<file path="config.mk">
export PLATFORM = sky130hd
export DESIGN_NAME = rng_pool
export DESIGN_NICKNAME = d
export VERILOG_FILES = /design/src/rtl/rng_pool.sv
export SDC_FILE = /design/constraint.sdc
export NUM_CORES = 1
export LEC_CHECK = 0
export ABC_AREA = 1
export ABC_CLOCK_PERIOD_IN_PS = 2600
export BUFFER_PORTS_ARGS = -buffer_cell sky130_fd_sc_hd__buf_2
export CORE_UTILIZATION = 55
export CTS_CLUSTER_DIAMETER = 150
export DETAILED_ROUTE_END_ITERATION = 8
export PLACE_DENSITY_LB_ADDON = 0.3
export SYNTH_ARGS = -nofsm -noshare
export SYNTH_HDL_FRONTEND = slang
export SYNTH_SLANG_ARGS = --single-unit
</file>
<file path="constraint.sdc">
create_clock -name clk -period 2.6 [get_ports clk]
set_input_delay 0.26 -clock clk [delete_from_list [all_inputs] [get_ports clk]]
set_output_delay 0.26 -clock clk [all_outputs]
set_load 0.1 [all_outputs]
</file>
<file path="src/rtl/rng_pool.sv">
// rtl/rng_pool.sv - 128-bit LFSR random word pool with output FIFO and reseed port.
// Define RNG_POOL_HEALTH_EN to build the repetition health test that drives alarm.
module rng_pool #(
  parameter int          OUT_W = 32,
  parameter int          DEPTH = 4,
  parameter logic [127:0] SEED = 128'hA5A5A5A5_3C3C3C3C_96969696_F0F0F0F0
) (
  input  logic                       clk,
  input  logic                       rst_n,
  input  logic                       enable,
  input  logic                       seed_valid,
  input  logic [127:0]               seed_data,
  output logic                       seed_ready,
  output logic                       rng_valid,
  input  logic                       rng_ready,
  output logic [OUT_W-1:0]           rng_data,
  output logic [$clog2(DEPTH+1)-1:0] level,
  output logic                       overflow,
  output logic                       alarm,
  input  logic                       alarm_clr
);
  localparam int CW = $clog2(OUT_W);
  localparam int LW = $clog2(DEPTH+1);
  localparam int PW = $clog2(DEPTH);

  typedef enum logic {ST_RUN, ST_SEED} state_t;

  state_t            state_q, state_d;
  logic              seed_ready_q, seed_ready_d;
  logic [127:0]      lfsr_q, lfsr_d, lfsr_step, lfsr_mix;
  logic [CW-1:0]     cnt_q, cnt_d;
  logic [OUT_W-1:0]  mem_q [DEPTH];
  logic [OUT_W-1:0]  mem_d [DEPTH];
  logic [PW-1:0]     wr_ptr_q, wr_ptr_d, rd_ptr_q, rd_ptr_d;
  logic [LW-1:0]     level_q, level_d;
  logic              overflow_q, overflow_d;
  logic              alarm_q, alarm_d;
  logic              handshake, step, harvest, pop, full, rep, push, drop;
  logic [OUT_W-1:0]  cand;
`ifdef RNG_POOL_HEALTH_EN
  logic [OUT_W-1:0]  ref_q, ref_d;
`endif

  always_comb begin
    lfsr_step = {lfsr_q[126:0], lfsr_q[127] ^ lfsr_q[125] ^ lfsr_q[100] ^
                                lfsr_q[98] ^ lfsr_q[67] ^ lfsr_q[31]};
    lfsr_mix  = lfsr_q ^ seed_data;
    handshake = seed_valid && seed_ready_q;
    // A reseed in the same cycle overrides stepping, so a word due now is lost.
    step      = enable && (state_q == ST_RUN) && !handshake;
    harvest   = step && (cnt_q == CW'(OUT_W-1));
    cand      = lfsr_step[OUT_W-1:0];
    pop       = (level_q != '0) && rng_ready;
    full      = (level_q == LW'(DEPTH));
`ifdef RNG_POOL_HEALTH_EN
    rep       = harvest && (cand == ref_q);
    ref_d     = ref_q;
    if (handshake)    ref_d = '0;
    else if (harvest) ref_d = cand;
`else
    rep       = 1'b0;
`endif
    push      = harvest && !rep && (!full || pop);
    drop      = harvest && !rep && full && !pop;

    lfsr_d = lfsr_q;
    cnt_d  = cnt_q;
    if (handshake) begin
      lfsr_d = (lfsr_mix == '0) ? SEED : lfsr_mix;
      cnt_d  = '0;
    end else if (step) begin
      lfsr_d = lfsr_step;
      cnt_d  = harvest ? '0 : cnt_q + CW'(1);
    end

    state_d      = handshake ? ST_SEED : ST_RUN;
    seed_ready_d = (state_d == ST_RUN);

    mem_d    = mem_q;
    wr_ptr_d = wr_ptr_q;
    rd_ptr_d = rd_ptr_q;
    level_d  = level_q;
    if (push) begin
      mem_d[wr_ptr_q] = cand;
      wr_ptr_d        = wr_ptr_q + PW'(1);
    end
    if (pop) rd_ptr_d = rd_ptr_q + PW'(1);
    if (push && !pop)      level_d = level_q + LW'(1);
    else if (pop && !push) level_d = level_q - LW'(1);

    // Clear beats any same-cycle set.
    overflow_d = alarm_clr ? 1'b0 : (overflow_q | drop);
    alarm_d    = alarm_clr ? 1'b0 : (alarm_q | rep);
  end

  always_ff @(posedge clk or negedge rst_n) begin
    if (!rst_n) begin
      state_q      <= ST_RUN;
      seed_ready_q <= 1'b0;
      lfsr_q       <= SEED;
      cnt_q        <= '0;
      for (int i = 0; i < DEPTH; i++) mem_q[i] <= '0;
      wr_ptr_q     <= '0;
      rd_ptr_q     <= '0;
      level_q      <= '0;
      overflow_q   <= 1'b0;
      alarm_q      <= 1'b0;
`ifdef RNG_POOL_HEALTH_EN
      ref_q        <= '0;
`endif
    end else begin
      state_q      <= state_d;
      seed_ready_q <= seed_ready_d;
      lfsr_q       <= lfsr_d;
      cnt_q        <= cnt_d;
      mem_q        <= mem_d;
      wr_ptr_q     <= wr_ptr_d;
      rd_ptr_q     <= rd_ptr_d;
      level_q      <= level_d;
      overflow_q   <= overflow_d;
      alarm_q      <= alarm_d;
`ifdef RNG_POOL_HEALTH_EN
      ref_q        <= ref_d;
`endif
    end
  end

  assign seed_ready = seed_ready_q;
  assign rng_valid  = (level_q != '0);
  assign rng_data   = mem_q[rd_ptr_q];
  assign level      = level_q;
  assign overflow   = overflow_q;
`ifdef RNG_POOL_HEALTH_EN
  assign alarm      = alarm_q;
`else
  assign alarm      = 1'b0;
`endif

endmodule

</file>
==> impl_metrics.json, run 1 <==
{
  "synth.distinct_cells": 29,
  "fillers": 2097,
  "critPathKind": "flip-flop to output port",
  "die_width_um": 163,
  "max_freq_ghz": 0.423,
  "p_seq_share_pct": 29.6,
  "crit_path_cell_trace": "inv_1 > buf_4 > o21ai_0 > o22ai_2 > buf_12",
  "cts.sinks": 271,
  "drive_above_1_share_pct": 17.7,
  "critPathMaxFanout": 50,
  "core_area_um2": 25300,
  "post_cts_buffers": 0,
  "gr-total-overflow": 0,
  "ys_warn_count": 0,
  "finalCriticalPeriod_ns": 2.36,
  "async_flop_share_pct": 100,
  "cpPeakStageDelay_ns": 0.46,
  "htree_levels": 1,
  "synth_nets": 2043,
  "clock-root-buffer": "clkbuf_16",
  "synth_edf_count": 0,
  "die_h_um": 163,
  "holdCritPathClass": "input port to flip-flop",
  "crit_path_end_kind": "output port",
  "hold_buffers": 2,
  "drt-met1-wl_mm": 15.5,
  "tns_ns": 0,
  "wirelength_mm": 37.9,
  "clkPwrFrac_pct": 22.4,
  "hpwl_mm": 24.9,
  "p_per_area_nw_per_um2": 1080,
  "arrival_ns": 2.10,
  "rsz0062_at_grt": "no",
  "grt_max_degree": 93,
  "vias": 13000,
  "sw_frac_of_total_pct": 43.9,
  "outcome": "complete, no violations",
  "drtAntennaViolNets": 0,
  "path_clk_slew_ns": 0.06,
  "stdcell_count": 2391,
  "viasPerCell": 5.46,
  "postSynthAreaPerCell_um2": 7.53,
  "maxCapViolations": 0,
  "cp_slowest_cell": "buf_4",
  "fin_skew_ns": 0.0151,
  "cts.repair.resized": 0,
  "clk_path_buf_depth": 3,
  "firstDrtPassIters": 5,
  "wl_per_cell_um": 15.9,
  "gp_congestion": 0.824,
  "fin_crit_sh_pct": 90.9,
  "tightest_slew_ns": 0.876,
  "clkLatencyLatePin_ns": 0.54,
  "slew_violations": 0,
  "grt_usage_pct": 29.0,
  "first_iter_violations": 1034,
  "met3WireLength_mm": 2.59,
  "io_buffer_count": 171,
  "ys.flop_type": "dfrtp_1",
  "critPathLaunchType": "flip-flop",
  "synth_seq_cells": 271,
  "finalHoldViolCount": 0,
  "multi_input_area_um2": 6270,
  "syn_to_final_growth_pct": 19.9,
  "regArea_um2": 6870,
  "nets": 2177,
  "internal_power_w": 0.0104,
  "dp_cells": 2332,
  "drc": 0,
  "maxSlewHeadroom_pct": 41.6,
  "yosysSeqAreaShare_pct": 47.9,
  "grt_pass1_vias": 13000,
  "met2WireLength_mm": 18.6,
  "start_util_pct": 56.5,
  "setup_violations": 0,
  "highest_layer": "met5",
  "syn_area_um2": 14300,
  "power.leakage_nw": 8.61,
  "p_comb_share_pct": 48.0,
  "cts_buffers": 29,
  "grt_first_pass_wirelength_mm": 62.1,
  "dieArea_um2": 26700,
  "ir_worst_vdd_uv": 1320,
  "io_pins": 173,
  "p_sw_w": 0.00814,
  "syn_inst": 1901,
  "cts_tree": "built",
  "antenna_found_initial": 8,
  "crit_required_ns": 2.34,
  "rows": 58
}
## power by group through the flow
| stage | Sequential (W) | Clock [W] | Combinational, W |
|---|---|---|---|
| finish | 0.00549 | 0.00415 | 0.00890 |
| global route | 0.00557 | 0.00439 | 0.00948 |
| CTS | 0.00548 | 0.00422 | 0.00890 |
| detailed placement | 0.00555 | 0 | 0.00886 |
| global placement | 0.00551 | 0 | 0.00870 |
| floorplan | 0.00563 | 0 | 0.00595 |
## layout make-up
type | count | share of cell area [%]
inverter | 267 | 5.84
clock buffer | 41 | 4.90
tap | 330 | 2.41
multi-input combinational | 1269 | 36.5
sequential | 271 | 40.0
timing repair buffer | 197 | 9.52
clock inverter | 11 | 0.707
antenna | 5 | 0.0729
## flip-flops by register name, summed over array words and instances, names as in the netlist
register    count
lfsr_q        128
mem_q         128
cnt_q           5
level           3
rd_ptr_q        2
wr_ptr_q        2
overflow        1
seed_ready      1
state_q         1
## synthesized netlist by cell type, types with 2 or more instances
cell	number	area share, %
o221ai_1	64	3.9
buf_2	30	1.0
a32o_1	2	0.14
dfrtp_1	207	36
nor2_1	112	2.9
ha_1	7	0.61
buf_4	2	0.10
inv_1	257	6.7
o21ai_0	76	2.7
xnor2_1	57	3.5
dfstp_2	64	12
inv_2	10	0.26
xor2_1	6	0.37
o21ai_1	128	4.5
buf_1	11	0.29
nand2_1	697	18
a21oi_1	2	0.070
nand2_4	4	0.31
nand2_2	2	0.087
clkbuf_1	51	1.3
nand3_1	16	0.56
o22ai_1	89	3.9
## final timing paths
kind                            slack (ns)                     from                      end  cells past startpoint
worst min-delay path                  0.06           seed_data[111]  lfsr_q[111]$_DFFE_PN1P_                      6
max in group asynchronous             1.52                    rst_n  lfsr_q[114]$_DFFE_PN1P_                      3
worst min register to register        0.48    mem_q[61]$_DFFE_PN0P_    mem_q[61]$_DFFE_PN0P_                      2
worst max register to register        0.28     cnt_q[0]$_DFFE_PN0P_     level[2]$_DFFE_PN0P_                     11
min in group asynchronous             0.21                    rst_n    mem_q[39]$_DFFE_PN0P_                      2
worst max-delay path                  0.24  rd_ptr_q[0]$_DFFE_PN0P_             rng_data[24]                      5
## cell families after synthesis
logic type	count (synthesis)	share of synthesized area [%]
compound gates	362	15.2
xor+xnor	63	3.85
fa+ha+maj	8	0.752
buf+inv	361	9.78
flops	271	47.9
mux	1	0.0787
other cells	1	0.0262
simple gates	834	22.4
## worst max-delay path: cells and delay by family, from the launching register on
family | cells | cell delay [ns]
compound gates | 2 | 0.40
buf+inv | 3 | 0.75
flops | 1 | 0.40
## through the flow
step	cell area, µm²	total power [W]	hold slack (ns)	utilization, %	setup slack, ns
after floorplan	14500	0.0116	-0.0356	-	-0.194
after global placement	16200	0.0142	0.190	63.8	0.392
after detailed placement	16200	0.0144	0.194	63.8	0.339
after CTS	17100	0.0186	0.0426	67.7	0.226
after global routing	17200	0.0194	0.0738	67.7	0.0679
final	17200	0.0185	0.0567	67.8	0.236
## metal layers
| layer | GRT usage (%) | vias up |
|---|---|---|
| met3 | 6.22 | 96 |
| met2 | 50.2 | 444 |
| met4 | 11.0 | 4 |
| li1 | - | 6304 |
| met1 | 35.4 | 6196 |
| met5 | 0 | - |
## layout by cell type, fill, tap and decap left out, types with 5 or more instances in the layout
| cell | count |
|---|---|
| o221ai_1 | 64 |
| o21ai_1 | 128 |
| inv_1 | 257 |
| diode_2 | 5 |
| nor2_1 | 112 |
| inv_2 | 10 |
| clkbuf_1 | 5 |
| ha_1 | 7 |
| nand3_1 | 16 |
| nand2_4 | 6 |
| xnor2_1 | 57 |
| buf_2 | 138 |
| dfstp_2 | 64 |
| dfrtp_1 | 204 |
| xor2_1 | 6 |
| buf_12 | 39 |
| nand2_1 | 694 |
| o21ai_0 | 76 |
| clkbuf_8 | 7 |
| buf_4 | 17 |
| o22ai_1 | 57 |
| o22ai_2 | 32 |
| clkbuf_16 | 29 |
(Power assumes the default switching activity.)
==> inputs of run 2 (changes only) <==
--- a/config.mk
+++ b/config.mk
@@ -8,9 +8,10 @@
 export ABC_AREA = 1
 export ABC_CLOCK_PERIOD_IN_PS = 2600
 export BUFFER_PORTS_ARGS = -buffer_cell sky130_fd_sc_hd__buf_2
-export CORE_UTILIZATION = 55
+export CORE_UTILIZATION = 59
 export CTS_CLUSTER_DIAMETER = 150
 export DETAILED_ROUTE_END_ITERATION = 8
+export HOLD_SLACK_MARGIN = 0.08
 export PLACE_DENSITY_LB_ADDON = 0.3
 export SYNTH_ARGS = -nofsm -noshare
 export SYNTH_HDL_FRONTEND = slang
==> run 2 against run 1 <==
  * Clock-buffer cell count increased by 6
  * Hold slack better by 0.021 ns
  * Routed wire length grew 3.2%
  * Sequential cell count is the same
  * Sequential share of layout area is 1.2 points lower
  * Utilization is 7.1 points higher
  * Design area is 3.1% higher
  * Power fell by 3.6%
==> impl_metrics.json, run 2 (synthesis results as in run 1) <==
{
  "wl_per_cell_um": 15.8,
  "r2r_cells": 11,
  "crit_required_ns": 2.34,
  "setup_violations": 0,
  "viasPerCell": 5.48,
  "antenna_found_initial": 2,
  "cts_tree": "built",
  "wirelength_mm": 39.1,
  "grt_usage_pct": 32.5,
  "holdCritPathClass": "input port to flip-flop",
  "vias": 13500,
  "internal_power_w": 0.00986,
  "sw_frac_of_total_pct": 44.8,
  "reg2reg_slack_ns": 0.26,
  "die_h_um": 158,
  "p_comb_share_pct": 43.9,
  "power.leakage_nw": 8.94,
  "design_area_um2": 17700,
  "worst_slack_ns": 0.0514,
  "globalRouteMet2Util_pct": 55.0,
  "pre_cts_ws_ns": 0.347,
  "cts.sinks": 271,
  "r2r_end": "level[2]$_DFFE_PN0P_",
  "htree_levels": 1,
  "dieArea_um2": 24900,
  "critPathMaxFanout": 32,
  "outcome": "complete, no violations",
  "whs_ns": 0.0781,
  "syn_to_final_growth_pct": 23.6,
  "timing.rr.start": "cnt_q[0]$_DFFE_PN0P_",
  "grt_max_degree": 71,
  "busiest_layer": "met2",
  "clock-root-buffer": "clkbuf_16",
  "finalCriticalPeriod_ns": 2.55,
  "slew_violations": 0,
  "fin_crit_sh_pct": 98.0,
  "p_seq_share_pct": 31.0,
  "fin_skew_ns": 0.0136,
  "critPathKind": "flip-flop to output port",
  "mostFrequentLayoutCell": "nand2_1",
  "rsz0062_at_grt": "no",
  "fillers": 1735,
  "drive_above_1_share_pct": 17.4,
  "die_width_um": 158,
  "maxSlewHeadroom_pct": 42.7,
  "p_sw_w": 0.00802,
  "crit_path_end_kind": "output port",
  "max_freq_ghz": 0.392,
  "io_buffer_count": 171,
  "tightest_slew_ns": 0.859,
  "arrival_ns": 2.29,
  "maxCapViolations": 0,
  "endpoint": "rng_data[14]",
  "firstDrtPassIters": 6,
  "gp_congestion": 0.827,
  "rows": 56,
  "use_met3_pct": 4.46,
  "core_area_um2": 23600,
  "io_pins": 173,
  "hpwl_mm": 24.6,
  "drtAntennaViolNets": 0,
  "clk_path_buf_depth": 3,
  "finalHoldViolCount": 0,
  "grt_pass1_vias": 13500,
  "clkLatencyLatePin_ns": 0.55,
  "first_iter_violations": 1005,
  "post_cts_buffers": 0,
  "path_clk_slew_ns": 0.06,
  "tns_ns": 0,
  "placed_area_um2": 15800,
  "grt_first_pass_wirelength_mm": 64.3,
  "drc": 0,
  "clkPwrFrac_pct": 25.1,
  "ir_worst_vdd_uv": 937,
  "p_per_area_nw_per_um2": 1010,
  "final_util_pct": 74.9,
  "startpoint": "rd_ptr_q[1]$_DFFE_PN0P_",
  "gr-total-overflow": 0,
  "grt.met1_usage_pct": 41.6,
  "critPathLaunchType": "flip-flop",
  "final_cell_mix": "694 x nand2_1, 257 x inv_1, 203 x dfrtp_1, 168 x buf_2, 128 x o21ai_1",
  "nets": 2269,
  "reg_top3": "lfsr_q: 128 flops, mem_q: 128 flops, cnt_q: 5 flops",
  "start_util_pct": 60.6,
  "cts_buffers": 30
}
-- run 2: metal layers --
metal / part of all wire (%) / vias up / wire length [µm]
li1: - / 6495 / -
met1: 41 / 6387 / 16100
met2: 49 / 542 / 19100
met3: 6.6 / 122 / 2580
met4: 3.7 / 0 / 1440
met5: 0 / - / 0
-- run 2: power by group through the flow --
stage	combinational, W	clock (W)	sequential [W]
global route	0.00844	0.00471	0.00563
detailed placement	0.00765	0	0.00560
floorplan	0.00595	0	0.00563
CTS	0.00780	0.00454	0.00553
global placement	0.00751	0	0.00556
finish	0.00785	0.00448	0.00555
-- run 2: what timing repair did --
item / in CTS / in global routing
hold endpoints to repair: 139 / 0
hold buffers: 82 / 0
setup endpoints to repair: 24 / 0
gates resized for setup: 3 / 0
-- run 2: final cells by class --
class,count,area [µm²],area share [%]
Clock inverter,9,145,0.821
Sequential cell,271,6870,38.8
Timing Repair Buffer,288,2090,11.8
Antenna cell,2,5.00,0.0283
Inverter,267,1000,5.67
Tap cell,319,399,2.26
Multi-Input combinational cell,1269,6270,35.5
Clock buffer,47,906,5.12
-- run 2: how the worst min path moves through the flow --
stage,cells past startpoint,endpoint,start,slack (ns)
after floorplan,0,cnt_q[0]$_DFFE_PN0P_,rst_n,-0.04
after global placement,1,mem_q[6]$_DFFE_PN0P_,rst_n,0.25
after detailed placement,1,mem_q[6]$_DFFE_PN0P_,rst_n,0.25
after CTS,5,lfsr_q[60]$_DFFE_PN1P_,seed_data[60],0.08
after global routing,3,lfsr_q[53]$_DFFE_PN0P_,seed_data[53],0.09
final,3,lfsr_q[2]$_DFFE_PN0P_,seed_data[2],0.08
-- run 2: worst max-delay path, stage by stage, from the launching register on --
cell and delay (ns):
dfrtp_2 0.57, inv_1 0.17, buf_12 0.20, o21ai_0 0.15
o22ai_2 0.17, buf_2 0.46
-- run 2: per-stage QoR --
stage,total power [W],instances
floorplan,0.0116,1901
global placement,0.0131,2332
detailed placement,0.0132,2332
CTS,0.0179,2470
global route,0.0188,2472
finish,0.0179,2472
